### src/rtl/sort_ctrl_if.sv
// ---------------------------------------------------------------------------
// sort_ctrl_if
//   Bundles the switch/button inputs, the sort engine handshake and the
//   display outputs of the sort front-end sequencer into one interface.
//
//   Signals:
//     switch       value to enter, sampled on a confirm edge
//     confirm_btn  raw asynchronous push button, active-high
//     eng_busy     engine busy, blocks a new start
//     eng_done     one-cycle pulse, eng_result valid
//     eng_result   sorted values, entry k at [k*W +: W], ascending
//     eng_start    one-cycle start pulse to the engine
//     eng_data     packed collected values, entry k at [k*W +: W]
//     entry_count  values entered so far (0..N)
//     disp_value   nibble currently displayed
//     disp_index   index of the displayed nibble
//     disp_valid   display content valid (SHOW)
//     busy         job in flight (LAUNCH or WAIT)
//     error        engine timed out (FAULT)
//
//   Modports: master = sequencer side, slave = board/engine side.
// ---------------------------------------------------------------------------
interface sort_ctrl_if #(
  parameter int N = 5,
  parameter int W = 4
);
  logic [W-1:0]   switch;
  logic           confirm_btn;
  logic           eng_busy;
  logic           eng_done;
  logic [N*W-1:0] eng_result;
  logic           eng_start;
  logic [N*W-1:0] eng_data;
  logic [2:0]     entry_count;
  logic [W-1:0]   disp_value;
  logic [2:0]     disp_index;
  logic           disp_valid;
  logic           busy;
  logic           error;

  modport master (
    input  switch, confirm_btn, eng_busy, eng_done, eng_result,
    output eng_start, eng_data, entry_count, disp_value, disp_index,
           disp_valid, busy, error
  );

  modport slave (
    output switch, confirm_btn, eng_busy, eng_done, eng_result,
    input  eng_start, eng_data, entry_count, disp_value, disp_index,
           disp_valid, busy, error
  );
endinterface

### src/rtl/sort_ctrl.sv
// ---------------------------------------------------------------------------
// sort_ctrl
//   Front-end sequencer for the nibble sort engine. Debounces the confirm
//   button (2-FF synchroniser + rising-edge detect), collects N switch
//   values, launches the engine with a start/busy/done handshake guarded by
//   a timeout, then scrolls the sorted result onto the display path.
//
//   Ports:
//     clk  system clock
//     rst  asynchronous reset, active-high
//     bus  sort_ctrl_if master modport (switch/button, engine handshake,
//          display and status outputs)
// ---------------------------------------------------------------------------
module sort_ctrl #(
  parameter int N          = 5,
  parameter int W          = 4,
  parameter int DISP_TICKS = 50_000_000,
  parameter int TIMEOUT    = 1024
) (
  input logic         clk,
  input logic         rst,
  sort_ctrl_if.master bus
);

  localparam int TO_W = $clog2(TIMEOUT + 1);
  localparam int TK_W = (DISP_TICKS > 1) ? $clog2(DISP_TICKS) : 1;

  typedef enum logic [2:0] {
    S_COLLECT,
    S_LAUNCH,
    S_WAIT,
    S_SHOW,
    S_FAULT
  } state_t;

  state_t          state_q, state_d;
  logic [2:0]      sync_q;
  logic            cpulse;
  logic [2:0]      entryCount_q, entryCount_d;
  logic [N*W-1:0]  valueBuf_q, valueBuf_d;
  logic [N*W-1:0]  result_q, result_d;
  logic [TO_W-1:0] timeoutCnt_q, timeoutCnt_d;
  logic [TK_W-1:0] tick_q, tick_d;
  logic [2:0]      dispIndex_q, dispIndex_d;
  logic [W-1:0]    dispValue_q;
  logic [W-1:0]    dispSel;
  logic            engStart;

  // Two synchroniser stages plus one history stage for edge detection; the
  // pulse is high in the cycle ending with the 3rd edge after the press.
  always_ff @(posedge clk or posedge rst) begin
    if (rst) sync_q <= '0;
    else     sync_q <= {sync_q[1:0], bus.confirm_btn};
  end

  assign cpulse = sync_q[1] & ~sync_q[2];

  // State and datapath registers.
  always_ff @(posedge clk or posedge rst) begin
    if (rst) begin
      state_q      <= S_COLLECT;
      entryCount_q <= '0;
      valueBuf_q   <= '0;
      result_q     <= '0;
      timeoutCnt_q <= '0;
      tick_q       <= '0;
      dispIndex_q  <= '0;
    end else begin
      state_q      <= state_d;
      entryCount_q <= entryCount_d;
      valueBuf_q   <= valueBuf_d;
      result_q     <= result_d;
      timeoutCnt_q <= timeoutCnt_d;
      tick_q       <= tick_d;
      dispIndex_q  <= dispIndex_d;
    end
  end

  // Next-state and datapath update; cpulse is simply not consumed in
  // LAUNCH/WAIT, and eng_done is only looked at in WAIT.
  always_comb begin
    state_d      = state_q;
    entryCount_d = entryCount_q;
    valueBuf_d   = valueBuf_q;
    result_d     = result_q;
    timeoutCnt_d = timeoutCnt_q;
    tick_d       = tick_q;
    dispIndex_d  = dispIndex_q;
    engStart     = 1'b0;

    case (state_q)
      S_COLLECT: begin
        if (cpulse && (entryCount_q < 3'(N))) begin
          for (int k = 0; k < N; k++) begin
            if (entryCount_q == 3'(k)) valueBuf_d[k*W +: W] = bus.switch;
          end
          entryCount_d = entryCount_q + 3'd1;
          if (entryCount_q == 3'(N - 1)) state_d = S_LAUNCH;
        end
      end

      S_LAUNCH: begin
        if (!bus.eng_busy) begin
          engStart     = 1'b1;
          timeoutCnt_d = '0;
          state_d      = S_WAIT;
        end
      end

      S_WAIT: begin
        timeoutCnt_d = timeoutCnt_q + 1'b1;
        // A done arriving in the timeout cycle still counts as success.
        if (bus.eng_done) begin
          result_d    = bus.eng_result;
          dispIndex_d = '0;
          tick_d      = '0;
          state_d     = S_SHOW;
        end else if (timeoutCnt_q == TO_W'(TIMEOUT - 1)) begin
          state_d = S_FAULT;
        end
      end

      S_SHOW: begin
        if (cpulse) begin
          entryCount_d = '0;
          valueBuf_d   = '0;
          dispIndex_d  = '0;
          tick_d       = '0;
          state_d      = S_COLLECT;
        end else if (tick_q == TK_W'(DISP_TICKS - 1)) begin
          tick_d      = '0;
          dispIndex_d = (dispIndex_q == 3'(N - 1)) ? 3'd0 : dispIndex_q + 3'd1;
        end else begin
          tick_d = tick_q + 1'b1;
        end
      end

      S_FAULT: begin
        if (cpulse) begin
          entryCount_d = '0;
          valueBuf_d   = '0;
          state_d      = S_COLLECT;
        end
      end

      default: state_d = S_COLLECT;
    endcase
  end

  // Select the result nibble addressed by the current display index.
  always_comb begin
    dispSel = '0;
    for (int k = 0; k < N; k++) begin
      if (dispIndex_q == 3'(k)) dispSel = result_q[k*W +: W];
    end
  end

  // Displayed nibble is registered, so it trails the index by one cycle.
  always_ff @(posedge clk or posedge rst) begin
    if (rst)                    dispValue_q <= '0;
    else if (state_q == S_SHOW) dispValue_q <= dispSel;
    else                        dispValue_q <= '0;
  end

  assign bus.eng_start   = engStart;
  assign bus.eng_data    = valueBuf_q;
  assign bus.entry_count = entryCount_q;
  assign bus.disp_value  = dispValue_q;
  assign bus.disp_index  = dispIndex_q;
  assign bus.disp_valid  = (state_q == S_SHOW);
  assign bus.busy        = (state_q == S_LAUNCH) || (state_q == S_WAIT);
  assign bus.error       = (state_q == S_FAULT);

endmodule

### src/flat_wrapper.sv
// flat-port wrapper written by rule: the top's interface ports become plain ports
module sort_ctrl_flat 
#(
  parameter int N          = 5,
  parameter int W          = 4,
  parameter int DISP_TICKS = 50_000_000,
  parameter int TIMEOUT    = 1024
)
  (clk, rst, bus_switch, bus_confirm_btn, bus_eng_busy, bus_eng_done, bus_eng_result, bus_eng_start, bus_eng_data, bus_entry_count, bus_disp_value, bus_disp_index, bus_disp_valid, bus_busy, bus_error);
  sort_ctrl_if #(.N(N), .W(W)) bus_i ();
  input logic clk;
  input logic rst;
  input wire logic [$bits(bus_i.switch)-1:0] bus_switch;
  input wire logic [$bits(bus_i.confirm_btn)-1:0] bus_confirm_btn;
  input wire logic [$bits(bus_i.eng_busy)-1:0] bus_eng_busy;
  input wire logic [$bits(bus_i.eng_done)-1:0] bus_eng_done;
  input wire logic [$bits(bus_i.eng_result)-1:0] bus_eng_result;
  output wire logic [$bits(bus_i.eng_start)-1:0] bus_eng_start;
  output wire logic [$bits(bus_i.eng_data)-1:0] bus_eng_data;
  output wire logic [$bits(bus_i.entry_count)-1:0] bus_entry_count;
  output wire logic [$bits(bus_i.disp_value)-1:0] bus_disp_value;
  output wire logic [$bits(bus_i.disp_index)-1:0] bus_disp_index;
  output wire logic [$bits(bus_i.disp_valid)-1:0] bus_disp_valid;
  output wire logic [$bits(bus_i.busy)-1:0] bus_busy;
  output wire logic [$bits(bus_i.error)-1:0] bus_error;
  assign bus_i.switch = bus_switch;
  assign bus_i.confirm_btn = bus_confirm_btn;
  assign bus_i.eng_busy = bus_eng_busy;
  assign bus_i.eng_done = bus_eng_done;
  assign bus_i.eng_result = bus_eng_result;
  assign bus_eng_start = bus_i.eng_start;
  assign bus_eng_data = bus_i.eng_data;
  assign bus_entry_count = bus_i.entry_count;
  assign bus_disp_value = bus_i.disp_value;
  assign bus_disp_index = bus_i.disp_index;
  assign bus_disp_valid = bus_i.disp_valid;
  assign bus_busy = bus_i.busy;
  assign bus_error = bus_i.error;
  sort_ctrl #(.N(N), .W(W), .DISP_TICKS(DISP_TICKS), .TIMEOUT(TIMEOUT)) u_core (.clk(clk), .rst(rst), .bus(bus_i));
endmodule
### config.mk
export PLATFORM = sky130hd
export DESIGN_NAME = sort_ctrl_flat
export DESIGN_NICKNAME = d
export VERILOG_FILES = /design/src/rtl/sort_ctrl_if.sv /design/src/rtl/sort_ctrl.sv /design/src/flat_wrapper.sv
export SDC_FILE = /design/constraint.sdc
export NUM_CORES = 1
export LEC_CHECK = 0
export ABC_AREA = 1
export CAP_MARGIN = 20
export CORE_UTILIZATION = 53
export CTS_CLUSTER_SIZE = 30
export DETAILED_ROUTE_END_ITERATION = 10
export PLACE_DENSITY = 0.82
export SLEW_MARGIN = 10
export SYNTH_ARGS = -nofsm -noshare
export SYNTH_HDL_FRONTEND = slang
export SYNTH_SLANG_ARGS = --single-unit
### constraint.sdc
create_clock -name clk -period 8.22 [get_ports clk]
set_input_delay 1.233 -clock clk [delete_from_list [all_inputs] [get_ports clk]]
set_output_delay 1.233 -clock clk [all_outputs]
set_load 0.01 [all_outputs]
==> impl_metrics.py, run 1 <==
metrics = {
    "synth": {
        "ys_ff_latch": 93,
        "synth_xor_area_frac": 0.0213,
        "synth_top_family_by_area": "simple AND/OR/NAND/NOR gates",
        "async_flop_share": 1.00,
        "synth.distinct_cells": 40,
        "yosys.area_share.simple": 0.297,
        "synthCells": 601,
        "avgSynthCellArea_um2": 8.19,
        "synth_compound_area_frac": 0.0673,
        "synth_nets": 642,
        "yosysSeqAreaShare": 0.473,
        "netlist_area_um2": 4920,
        "synthAdderAreaFrac": 0.0305,
        "ys.flop_type": "dfrtp_1",
        "synth_mux_area_frac": 0.0386,
        "yosys_warnings": 0,
        "synth-edff-count": 0,
    },
    "worst_setup_path": {
        "worstPathRequired_ps": 6990,
        "cpMostUsedCell": "clkdlybuf4s50_1",
        "worstSetupStartpointType": "primary input",
        "cp_num_cells": 3,
        "crit_buf_inv": 2,
        "critPathArrivalTime_ps": 2560,
        "crit_chain": "clkdlybuf4s50_1 > nor2_1 > clkdlybuf4s50_1",
        "max_stage_delay_ps": 610,
        "r2r_cells": 5,
        "crit_type": "primary input to output port",
        "cp_max_fo": 3,
        "slowest_stage": "clkdlybuf4s50_1",
        "r2r_start": "u_core.state_q[2]",
        "crit_path_end_kind": "output port",
        "rrSetupSlack_ps": 5970,
        "r2r-end": "u_core.result_q[4]",
        "cp_top_family": "buffers and inverters",
    },
    "floorplanning": {
        "num_rows": 34,
        "fp.dieArea_um2": 9680,
        "design.core.area_um2": 8850,
        "dieWidth_um": 98.4,
        "die_h_um": 98.4,
        "ioPinCount": 63,
        "start_util": 0.556,
    },
    "drt": {
        "drc": 4,
        "drt_wl_total_mm": 10.2,
        "vias_per_cell": 5.18,
        "wl_per_cell_um": 13.1,
        "vias": 4046,
        "drt-initial-drc-count": 166,
        "first_pass_iters": 7,
        "ant_nets": 0,
    },
    "placement": {
        "port_buffers": 62,
        "dpl.hpwl_mm": 7.39,
        "routabilityCongestion": 0.901,
    },
    "final_layout": {
        "final_common_cell": "nand2_1",
        "area_growth_pct": 18.6,
        "final_cell_mix": "nand2_1, dfrtp_1, inv_1",
        "layout-drive-gt1-share": 0.0966,
        "nets": 710,
        "diodes": 0,
    },
    "global_route": {
        "met1_usage": 0.288,
        "grt_max_degree": 50,
        "antenna_found_initial": 0,
        "grt_usage": 0.226,
        "grt_pass1_wl_mm": 17.6,
        "gr-usage-met2": 0.386,
        "use_met3": 0.0558,
        "grt-ovfl-total": 0,
        "grt_most_used_layer": "met2",
        "grt_pass1_vias": 4006,
    },
    "sta": {
        "hold_violations": 0,
        "slew_violations": 0,
        "maxSlewHeadroom": 0.576,
        "period_needed_ps": 3800,
        "setup_tns_ps": 0,
        "period_share": 0.462,
        "setup_viol_count_final": 0,
        "fin_hold_ws_ps": 355,
        "max_freq_mhz": 263,
        "tightest_slew_ps": 635,
        "rsz0062_at_grt": "false",
        "skew_ps": 12.0,
    },
    "clock_tree": {
        "clock_latency_ps": 360,
        "cts_tree": "done",
        "cts_sinks": 93,
        "cts_root_buf": "clkbuf_8",
        "cts_resized": 0,
        "numCtsBuffers": 9,
        "cts-htree-levels": 3,
        "clk_pin_slew_ps": 90,
        "ctsHoldBuffers": 0,
        "cts.path.max_buffers": 2,
        "cts_setup_buffers": 0,
    },
    "worst_hold_path": {
        "hp-start": "u_core.sync_q[0]",
        "min_to": "u_core.sync_q[1]",
        "holdPathStages": 0,
        "hp-class": "flip-flop to flip-flop",
    },
    "power": {
        "peakVddDrop_v": 0.000233,
        "total_leakage_power_nw": 2.70,
        "p_per_area_nw_per_um2": 303,
    },
    "status": {
        "status": "finished, violations left",
        "violations": "design-rule violations",
    },
    "flow_run": {
        "cap_violations": 0,
    },
}
-- cell families after synthesis --
family / count (synthesis)
AND/OR/NAND/NOR: 326
XOR/XNOR: 12
adder cells (fa/ha/maj): 12
AO/OA/AOI/OAI: 58
flip-flops: 93
multiplexers: 17
buffers and inverters: 83
-- power breakdown --
group          total [mW]  switching [mW]  internal, mW
clock network       0.307           0.159         0.148
registers           0.704           0.103         0.601
logic               0.761           0.446         0.315
-- layout make-up --
cell class / instances / area (µm²)
Fill cell: 715 / 3010
Clock buffer: 10 / 138
Inverter: 76 / 288
Sequential cell: 93 / 2330
Multi-Input combinational cell: 425 / 2240
Timing Repair Buffer: 64 / 656
Clock inverter: 5 / 58.8
Tap cell: 108 / 135
-- through the flow --
| stage | util | power [mW] | cells | worst slack, ps | instance area, µm² |
|---|---|---|---|---|---|
| finish | 0.660 | 1.77 | 781 | 4420 | 5840 |
| global route | 0.660 | 1.91 | 781 | 4330 | 5840 |
| CTS | 0.660 | 1.78 | 781 | 4410 | 5840 |
| detailed placement | 0.638 | 1.47 | 766 | 4420 | 5640 |
| global placement | 0.635 | 1.44 | 765 | 4460 | 5620 |
| floorplan | - | 1.22 | 601 | 4570 | 4920 |
-- synthesized netlist by cell type, types with 6 or more instances --
| master | instances | area, µm² |
|---|---|---|
| o22ai_1 | 6 | 37.5 |
| nor2_2 | 6 | 37.5 |
| mux2_1 | 8 | 90.1 |
| a21oi_1 | 16 | 80.1 |
| inv_2 | 9 | 33.8 |
| dfrtp_1 | 93 | 2330 |
| xor2_1 | 10 | 87.6 |
| buf_6 | 6 | 67.6 |
| nor2_1 | 61 | 229 |
| inv_1 | 66 | 248 |
| mux2_2 | 8 | 90.1 |
| nor3_1 | 10 | 50.1 |
| nand2_1 | 173 | 649 |
| nor2_4 | 6 | 67.6 |
| o21ai_0 | 25 | 125 |
| ha_1 | 12 | 150 |
| nand4_1 | 8 | 50.1 |
| nand3_1 | 45 | 225 |
-- flip-flops by register name, indices dropped and copies added (netlist names) --
name and count:
u_core.bus.disp_index 3, u_core.bus.disp_value 4, u_core.bus.eng_data 20, u_core.bus.entry_count 3
u_core.result_q 20, u_core.state_q 3, u_core.sync_q 3, u_core.tick_q 26
u_core.timeoutCnt_q 11
-- worst max path at each step --
| stage | from | slack (ps) | endpoint |
|---|---|---|---|
| 3_3_place_gp | bus_eng_busy | 4460 | bus_eng_start |
| 4_1_cts | bus_eng_busy | 4410 | bus_eng_start |
| 3_5_place_dp | bus_eng_busy | 4420 | bus_eng_start |
| 2_1_floorplan | rst | 4570 | u_core.bus.disp_index[0] |
| 5_1_grt | bus_eng_busy | 4330 | bus_eng_start |
| 6_report | bus_eng_busy | 4420 | bus_eng_start |
-- routing by layer --
metal,share of wire,up-vias
li1,-,2049
met1,0.45,1886
met2,0.49,96
met3,0.051,15
met4,0.011,0
met5,0,-
(Power assumes the default switching activity.)
==> run 2, diff against run 1 <==
- clock period: 8.22 -> 3.9 ns (I/O delays scaled with it)
==> impl_metrics.py, run 2 (same netlist as run 1, synthesis figures left out) <==
metrics = {
    "final_layout": {
        "area_growth_pct": 18.7,
        "final_common_cell": "nand2_1",
        "final_cell_mix": "nand2_1, dfrtp_1, inv_1",
        "diodes": 0,
        "largest_reg_flops": 26,
        "layout-drive-gt1-share": 0.0979,
        "nets": 710,
        "top_register": "u_core.tick_q",
    },
    "status": {
        "status": "finished, final reports clean",
    },
    "floorplanning": {
        "dieWidth_um": 98.4,
        "design.core.area_um2": 8850,
        "start_util": 0.556,
        "die_h_um": 98.4,
        "fp.dieArea_um2": 9680,
        "num_rows": 34,
        "ioPinCount": 63,
    },
    "clock_tree": {
        "cts_root_buf": "clkbuf_8",
        "numCtsBuffers": 9,
        "cts_resized": 0,
        "cts-htree-levels": 3,
        "cts_tree": "done",
        "clock_latency_ps": 370,
        "ctsHoldBuffers": 0,
        "cts_sinks": 93,
        "clk_pin_slew_ps": 100,
        "cts_setup_buffers": 0,
        "cts.path.max_buffers": 2,
    },
    "power": {
        "comb_power_share": 0.429,
        "power_frac_clock": 0.176,
        "pwr-share-seq": 0.394,
        "switching_share": 0.402,
        "power.switching_mw": 1.51,
        "total_leakage_power_nw": 2.71,
        "internal_power_mw": 2.25,
        "peakVddDrop_v": 0.000416,
        "p_per_area_nw_per_um2": 645,
    },
    "sta": {
        "rsz0062_at_grt": "false",
        "setup_viol_count_final": 0,
        "final.setup.worst_slack_ps": 1350,
        "period_needed_ps": 2550,
        "maxSlewHeadroom": 0.522,
        "hold_violations": 0,
        "max_freq_mhz": 392,
        "setup_tns_ps": 0,
        "period_share": 0.654,
        "tightest_slew_ps": 716,
        "slew_violations": 0,
        "skew_ps": 13.4,
    },
    "global_route": {
        "grt_max_degree": 54,
        "grt_pass1_vias": 4338,
        "grt_pass1_wl_mm": 18.7,
        "grt_usage": 0.238,
        "antenna_found_initial": 0,
        "grt-ovfl-total": 0,
    },
    "placement": {
        "pre_cts_ws_ps": 1410,
        "routabilityCongestion": 0.911,
        "dpl.hpwl_mm": 7.81,
        "port_buffers": 62,
    },
    "worst_setup_path": {
        "critPathArrivalTime_ps": 1970,
        "cp_max_fo": 4,
        "worstPathRequired_ps": 3310,
        "rrSetupSlack_ps": 1940,
        "crit_path_end_kind": "output port",
        "worstSetupStartpointType": "flip-flop",
        "crit_type": "flip-flop to output port",
    },
    "flow_run": {
        "cap_violations": 0,
    },
    "drt": {
        "vias_per_cell": 5.37,
        "drc": 0,
        "drt_wl_total_mm": 10.7,
        "ant_nets": 0,
        "drt-initial-drc-count": 247,
        "vias": 4199,
        "first_pass_iters": 7,
        "wl_per_cell_um": 13.6,
    },
    "worst_hold_path": {
        "hp-class": "flip-flop to flip-flop",
    },
}
run 2: cell count changes in the layout (fill, tap and decap cells not counted), sizes merged:
cell | previous run | this run
inv | 75 | 76
clkinv | 3 | 4
clkinvlp | 2 | 1
run 2: worst paths after layout:
kind | startpoint | to | cells after the start
worst max-delay path | u_core.state_q[2] | bus_eng_start | 4
worst min-delay path | u_core.sync_q[0] | u_core.sync_q[1] | 0
worst max register to register | u_core.state_q[2] | u_core.result_q[4] | 6
worst min register to register | u_core.sync_q[0] | u_core.sync_q[1] | 0
max in group asynchronous | rst | u_core.tick_q[17] | 3
min in group asynchronous | rst | u_core.bus.eng_data[15] | 2
run 2: per-stage QoR:
step	hold slack [ps]	area, µm²	util	std cells	total power, mW
2_1_floorplan	331	4920	-	601	2.57
3_3_place_gp	335	5640	0.637	766	3.03
3_5_place_dp	335	5640	0.637	766	3.11
4_1_cts	358	5840	0.660	782	3.79
5_1_grt	365	5840	0.660	782	4.06
6_report	356	5840	0.660	782	3.77
run 2: worst max-delay path, stage by stage (launching register included):
cell and delay [ps]:
dfrtp_1 480, inv_2 130, nand3_2 120, nor2_1 270, clkdlybuf4s50_1 600
run 2: per-layer routing:
layer  GRT usage  wire length (µm)
met5           0                 0
met4      0.0735               147
met3      0.0501               564
met2       0.428              5400
met1       0.286              4550
run 2: final cells by class:
cell class | count | area [µm²]
repair buffers | 64 | 648
clock buffers | 10 | 138
inverters | 76 | 288
flip-flops and latches | 93 | 2330
well taps | 108 | 135
clock inverters | 6 | 68.8
multi-input cells | 425 | 2240
fillers | 729 | 3010
run 2: power by group through the flow:
stage | Clock (mW) | Sequential [mW] | Combinational [mW]
final | 0.665 | 1.49 | 1.62
after global routing | 0.714 | 1.52 | 1.82
after CTS | 0.680 | 1.48 | 1.62
after detailed placement | 0 | 1.49 | 1.61
after global placement | 0 | 1.48 | 1.55
after floorplan | 0 | 1.51 | 1.06
